### src/rtl/xor_parity_pkg.sv
// Shared definitions for the XOR-parity serial receiver: FSM state
// encoding and the sizing rule for the data-bit counter.
package xor_parity_pkg;

   // Receiver FSM states, 2-bit encoding.
   typedef enum logic [1:0] {
      ST_IDLE   = 2'd0,
      ST_DATA   = 2'd1,
      ST_PARITY = 2'd2,
      ST_STOP   = 2'd3
   } rx_state_t;

   // Counter width needed to count 0..data_w inclusive.
   function automatic int cnt_w(input int data_w);
      return $clog2(data_w + 1);
   endfunction

endpackage

### src/rtl/xor_parity_acc.sv
// Running XOR of the received data bits. Cleared when a start bit is
// accepted, folds in one bit per enabled cycle, holds otherwise.
module xor_parity_acc (
   input  logic clk,
   input  logic rstn,
   input  logic clr,
   input  logic en,
   input  logic in_bit,
   output logic acc
);

   // Clear has priority over accumulate; reset has priority over both.
   always_ff @(posedge clk) begin
      if (!rstn)
         acc <= 1'b0;
      else if (clr)
         acc <= 1'b0;
      else if (en)
         acc <= acc ^ in_bit;
   end

endmodule

### src/rtl/xor_parity_rx.sv
// Serial frame receiver: start(0), DATA_W data bits LSB first, one parity
// bit, one stop(1). Samples sin only on bit_en strobes. Good frames update
// data and pulse valid with the parity check result; a bad stop bit pulses
// frame_err and leaves data alone.
module xor_parity_rx
   import xor_parity_pkg::*;
#(
   parameter int DATA_W     = 8,
   parameter int PARITY_ODD = 0
) (
   input  logic              clk,
   input  logic              rstn,
   input  logic              bit_en,
   input  logic              sin,
   output logic [DATA_W-1:0] data,
   output logic              valid,
   output logic              parity_err,
   output logic              frame_err,
   output logic              busy
);

   localparam int   CNT_W = cnt_w(DATA_W);
   localparam logic ODD   = (PARITY_ODD != 0);

   rx_state_t         state;
   logic [CNT_W-1:0]  cnt;
   logic [DATA_W-1:0] shreg;
   logic              err;
   logic              acc;
   logic              acc_clr;
   logic              acc_en;

   // A start bit seen in IDLE restarts the parity sum; data samples fold in.
   assign acc_clr = bit_en && (state == ST_IDLE) && !sin;
   assign acc_en  = bit_en && (state == ST_DATA);

   xor_parity_acc u_acc (
      .clk    (clk),
      .rstn   (rstn),
      .clr    (acc_clr),
      .en     (acc_en),
      .in_bit (sin),
      .acc    (acc)
   );

   // Frame FSM with registered outputs; only bit_en cycles advance it.
   always_ff @(posedge clk) begin
      if (!rstn) begin
         state      <= ST_IDLE;
         cnt        <= '0;
         shreg      <= '0;
         err        <= 1'b0;
         data       <= '0;
         valid      <= 1'b0;
         parity_err <= 1'b0;
         frame_err  <= 1'b0;
         busy       <= 1'b0;
      end else begin
         // Completion flags are single-cycle pulses.
         valid     <= 1'b0;
         frame_err <= 1'b0;
         if (bit_en) begin
            case (state)
               ST_IDLE: begin
                  if (!sin) begin
                     state <= ST_DATA;
                     cnt   <= '0;
                     busy  <= 1'b1;
                  end
               end
               ST_DATA: begin
                  // Place each sample at its bit position, LSB first.
                  for (int i = 0; i < DATA_W; i++) begin
                     if (cnt == CNT_W'(i))
                        shreg[i] <= sin;
                  end
                  cnt <= cnt + CNT_W'(1);
                  if (cnt == CNT_W'(DATA_W - 1))
                     state <= ST_PARITY;
               end
               ST_PARITY: begin
                  // Held until the stop bit decides whether it is reported.
                  err   <= acc ^ sin ^ ODD;
                  state <= ST_STOP;
               end
               ST_STOP: begin
                  if (sin) begin
                     data       <= shreg;
                     valid      <= 1'b1;
                     parity_err <= err;
                  end else begin
                     frame_err  <= 1'b1;
                  end
                  // No hunting for a line edge: next strobe is a start candidate.
                  state <= ST_IDLE;
                  busy  <= 1'b0;
               end
               default: begin
                  state <= ST_IDLE;
                  busy  <= 1'b0;
               end
            endcase
         end
      end
   end

endmodule

### config.mk
export PLATFORM = sky130hd
export DESIGN_NAME = xor_parity_rx
export DESIGN_NICKNAME = d
export VERILOG_FILES = /design/src/rtl/xor_parity_pkg.sv /design/src/rtl/xor_parity_acc.sv /design/src/rtl/xor_parity_rx.sv
export SDC_FILE = /design/constraint.sdc
export NUM_CORES = 1
export LEC_CHECK = 0
export ABC_AREA = 1
export CORE_MARGIN = 5
export CORE_UTILIZATION = 35
export CTS_CLUSTER_DIAMETER = 30
export CTS_CLUSTER_SIZE = 25
export DETAILED_ROUTE_END_ITERATION = 10
export GPL_ROUTABILITY_DRIVEN = 0
export PLACE_DENSITY = 0.54
export SLEW_MARGIN = 30
export SYNTH_ARGS = -nofsm -noshare
export SYNTH_HDL_FRONTEND = slang
export SYNTH_SLANG_ARGS = --single-unit
### constraint.sdc
create_clock -name clk -period 1.95 [get_ports clk]
set_input_delay 0.39 -clock clk [delete_from_list [all_inputs] [get_ports clk]]
set_output_delay 0.39 -clock clk [all_outputs]
set_load 0.05 [all_outputs]
---- Word-level counts from Yosys, hierarchy flattened ----
Cells that the tools add are included.
word-level totals
  input port bits ......................... 4
  output and inout port bits .............. 12
  register bits after elaboration ......... 28
cells by class
  add/subtract/negate cells ............... 1
  bitwise gates (word level) .............. 2
  mux-type cells .......................... 9
  reductions and logical operators ........ 23
  equal/unequal tests ..................... 12
operators with widths
  operator                                       number
  AND reduction 3 bit                            13
  == test 4 x 3 -> 1 bit, second input constant  4
  == test 4 x 2 -> 1 bit, second input constant  2
  case mux 2 bit (4 select lines)                1
  case mux 4 bit (2 select lines)                1
  adder 4 x 1 -> 4 bit, second input constant    1
  == test 2 bit, second input constant           2
  == test 4 x 1 -> 1 bit, second input constant  1
  logical NOT 4 bit                              1
  two-way mux 2 bit                              2
  two-way mux 4 bit                              1
  nonzero test 2 bit                             2
  logical AND 1 bit                              3
  two-way mux 1 bit                              3
  == test 2 x 1 -> 1 bit, second input constant  1
  logical NOT 2 bit                              1
  != test 2 x 1 -> 1 bit, second input constant  1
  != test 2 bit, second input constant           1
  case mux 1 bit (2 select lines)                1
  AND reduction 2 bit                            1
  OR reduction 2 bit                             1
  logical NOT 1 bit                              1
  inverter 1 bit                                 1
  XOR 1 bit                                      1

---- Longest topological paths before layout ----
  word-level depth ........................ 4
  gate-level depth with buffers ........... 9

---- Hierarchy ----
From an unflattened synthesis, not the netlist that was laid out.
unflattened totals
  cells, all modules ...................... 180
  area, all modules ....................... 1297.5 um^2
by module, submodules not included
  module          times used  sequential area each (um^2)  area each (um^2)  cells an instance
  xor_parity_rx   1           540.5                        1249.9            173
  xor_parity_acc  1           20.0                         47.5              7

---- Worst setup path before layout ----
No wires, ideal clock.
  path kind ............................... register to register
  start point ............................. reg state[0]
  end point ............................... reg cnt[1]
  cell stages (with the launch flop) ...... 9
  required time ........................... 1.829 ns
  arrival time ............................ 1.157 ns
  library setup time ...................... 0.121 ns
  buffers on the path ..................... 0
  path slack .............................. 0.672 ns
  path through ............................ dfxtp_1 -> inv_1 -> ha_1 -> nand2_1 -> nand2_1 -> nor2_1 -> inv_1 -> nand3_1 -> o21ai_0
on the way
  word-level cells in the longest chain between the ends .. 3
  elaborated cells between the ends (all ways) .. 6
ends and longest elaborated chain
  item                                                                  RTL line             RTL
  from (decl)                                                           xor_parity_rx.sv:25  rx_state_t state;
  from (signal assigned)                                                xor_parity_rx.sv:49  state <= ST_IDLE;
  from (signal assigned)                                                xor_parity_rx.sv:66  state <= ST_DATA;
  from (signal assigned)                                                xor_parity_rx.sv:79  state <= ST_PARITY;
  == test 2 x 1 -> 1 bit / logical NOT 2 bit (equally long branches)    xor_parity_rx.sv:63  case (state)
  nonzero test 2 bit (no line) / != test 2 bit (equally long branches)  --
  AND reduction 3 bit (no line)                                         --
  to (signal assigned)                                                  xor_parity_rx.sv:77  cnt <= cnt + CNT_W'(1);
  to (decl)                                                             xor_parity_rx.sv:26  logic [CNT_W-1:0] cnt;
Parallel ways exist; a longest one is shown, timed or not.
A chain may end at the register's enable or synchronous reset.

---- Final worst setup path ----
  start point ............................. reg data[1]
  end point ............................... out data[1]
RTL lines
  item                    RTL line             RTL
  from (decl)             xor_parity_rx.sv:15  output logic [DATA_W-1:0] data,
  from (signal assigned)  xor_parity_rx.sv:88  data <= shreg;
No word-level cell between the ends.

==> impl_metrics.py <==
metrics = {
    "run_status": {
        "status": "finished, final reports clean",
    },
    "routing": {
        "drt_wl_total_um": 2410,
        "drtPass1Iterations": 4,
        "viasPerCell": 4.42,
        "met2WireLength_um": 1070,
        "route.detailed.drc": 0,
        "ant_nets": 0,
        "top_layer_used": "met4",
        "wire_per_inst_um": 9.84,
        "drt_iter0_markers": 48,
        "dr_wl_met3_um": 78,
        "wl_met1_um": 1250,
        "vias": 1082,
    },
    "logic_synthesis": {
        "ys_warn_count": 0,
        "synth_most_common_cell": "nand2_1",
        "synth_cell_types": 17,
        "synth_ff_type": "dfxtp_1",
        "synth.avg_cell_area_um2": 7.24,
        "synth_top_area_cell": "dfxtp_1",
        "synth-edff-count": 0,
        "syn_nets": 193,
        "ys_ff_latch": 28,
        "ys_seq_area_frac": 0.430,
        "netlist_instances": 180,
        "synth_common_cells": "36 x nand2_1, 28 x dfxtp_1, 28 x nor2_1, 26 x inv_1, 14 x a21oi_1",
        "ys_async_sr_fraction": 0,
        "synthesis.area_mm2": 0.00130,
        "ys_top_cells_by_area": "dfxtp_1 43%, nand2_1 10%, ha_1 8.6%",
        "yosys.area.top_type_share": 0.430,
    },
    "placement": {
        "placed_cell_area_mm2": 0.00151,
        "hpwl_um": 1850,
        "io_buffers": 15,
    },
    "finish": {
        "nets": 212,
        "fin_area_mm2": 0.00155,
        "num-fill-cells": 382,
        "area_delta_synth_final_pct": 19.3,
        "multiInputGateArea_um2": 622,
        "antenna_cells": 0,
        "layout-drive-gt1-share": 0.0406,
        "regArea_um2": 561,
    },
    "clocking": {
        "clock-sinks": 28,
        "numCtsBuffers": 3,
        "post-cts-setup-buffer-count": 0,
        "cts_resized": 0,
        "cts_max_path_buffers": 2,
        "cts.clk_slew.worst_paths_ns": 0.09,
        "cts_tree": "yes",
        "h-tree-depth": 1,
        "root_buffer": "clkbuf_8",
        "clk_latency_ns": 0.27,
        "ctsHoldBuffers": 0,
    },
    "timing": {
        "setup_viol_count_final": 0,
        "finalHoldViolations": 0,
        "skew_ns": 0.00485,
        "tns_ns": 0,
        "maxClockFrequency_mhz": 552,
        "finalCritPeriodShare": 0.929,
        "rsz0062_at_grt": "no",
        "slew_viol_final": 0,
        "max_slew_margin": 0.669,
        "period_needed_ns": 1.81,
        "tightest_slew_ns": 0.496,
    },
    "critical_path": {
        "cp_max_fo": 2,
        "r2r_start": "state[0]$_SDFFE_PN0P_",
        "worstReg2RegEnd": "cnt[1]$_SDFFE_PN0P_",
        "max_stage_delay_ns": 0.81,
        "regToRegSetupSlack_ns": 0.45,
        "cp_data_arrival_time_ns": 1.42,
        "critPathCaptureType": "output pin",
        "required_ns": 1.56,
        "cp_num_cells": 1,
        "crit_chain": "clkdlybuf4s50_1",
        "cp_slowest_cell": "clkdlybuf4s50_1",
        "critPathKind": "register to output pin",
        "rr_worst_depth": 8,
        "worstSetupStartpointType": "register",
        "crit_buf_inv": 1,
        "cp_top_family": "buffers and inverters",
    },
    "job": {
        "maxCapViolCount": 0,
    },
    "pwr": {
        "leakage_nw": 0.626,
        "ir_drop_mv": 0.312,
        "p_per_area_mw_per_mm2": 701,
        "power_mw": 1.09,
    },
    "floorplan": {
        "fp.dieW_um": 71.0,
        "dieArea_mm2": 0.00504,
        "pin_count": 16,
        "design.core.area_mm2": 0.00363,
        "die_h_um": 71.0,
        "start_util": 0.358,
        "num_rows": 22,
    },
    "worst_hold_path": {
        "holdPathEnd": "data[0]$_SDFFE_PN0P_",
        "hp-start": "data[0]$_SDFFE_PN0P_",
        "worstHoldPathType": "register to register",
        "whs_path_depth": 2,
    },
    "grt": {
        "grt_pass1_wl_um": 4310,
        "grt_max_degree": 20,
        "track_usage": 0.101,
        "antenna_found_initial": 0,
        "grt.overflow.total": 0,
        "grt_pass1_vias": 990,
    },
}
[sequential cells by signal, indices dropped and copies added (netlist names), 2 cells and up]
signal and flops:
cnt 4, data 8, shreg 8, state 2
[metal layers]
layer	GRT usage	up-vias
met5	0	-
met4	0.0251	0
met3	0.0213	2
met2	0.175	12
met1	0.129	472
li1	-	596
[final cells by class]
class | instances | area share
multi-input combinational | 122 | 0.400
sequential | 28 | 0.361
timing repair buffer | 18 | 0.111
inverter | 26 | 0.0628
tap | 48 | 0.0386
clock buffer | 3 | 0.0266
[worst max-delay path by stage]
stage / from / end / slack [ns]
after floorplan: state[0]$_SDFFE_PN0P_ / cnt[1]$_SDFFE_PN0P_ / 0.67
after global placement: bit_en / shreg[1]$_SDFFE_PN0P_ / 0.21
after detailed placement: sin / data[0]$_SDFFE_PN0P_ / 0.20
after CTS: data[4]$_SDFFE_PN0P_ / data[4] / 0.12
after global routing: data[1]$_SDFFE_PN0P_ / data[1] / 0.09
final: data[1]$_SDFFE_PN0P_ / data[1] / 0.14
[where the power goes]
| group | internal [mW] | switching (mW) | leakage, nW |
|---|---|---|---|
| logic | 0.0629 | 0.116 | 0.378 |
| clock network | 0.138 | 0.171 | 0.0216 |
| registers | 0.588 | 0.0123 | 0.226 |
[stage by stage]
stage / cells / utilization / hold slack [ns] / setup slack (ns)
finish: 245 / 0.428 / 0.449 / 0.138
CTS: 245 / 0.428 / 0.452 / 0.120
global route: 245 / 0.428 / 0.471 / 0.0866
floorplan: 180 / - / 0.436 / 0.672
detailed placement: 242 / 0.416 / 0.437 / 0.199
global placement: 242 / 0.416 / 0.430 / 0.214
[cell families after synthesis]
group | share of synthesized area
mux | 0.00769
simple gates | 0.264
flops | 0.430
xor+xnor | 0.00673
buf+inv | 0.0922
compound gates | 0.112
fa+ha+maj | 0.0865
[cells in the final DEF (no fill, tap or decap), drive strengths merged]
cell / instances
inv: 26
dfxtp: 28
clkbuf: 3
clkdlybuf4s50: 15
nand3: 10
nor3: 7
mux2i: 1
buf: 3
nor4: 1
nand4: 1
ha: 9
nand2: 37
a21oi: 15
nor2: 28
xor2: 1
o21ai: 12
(Power assumes the default switching activity.)
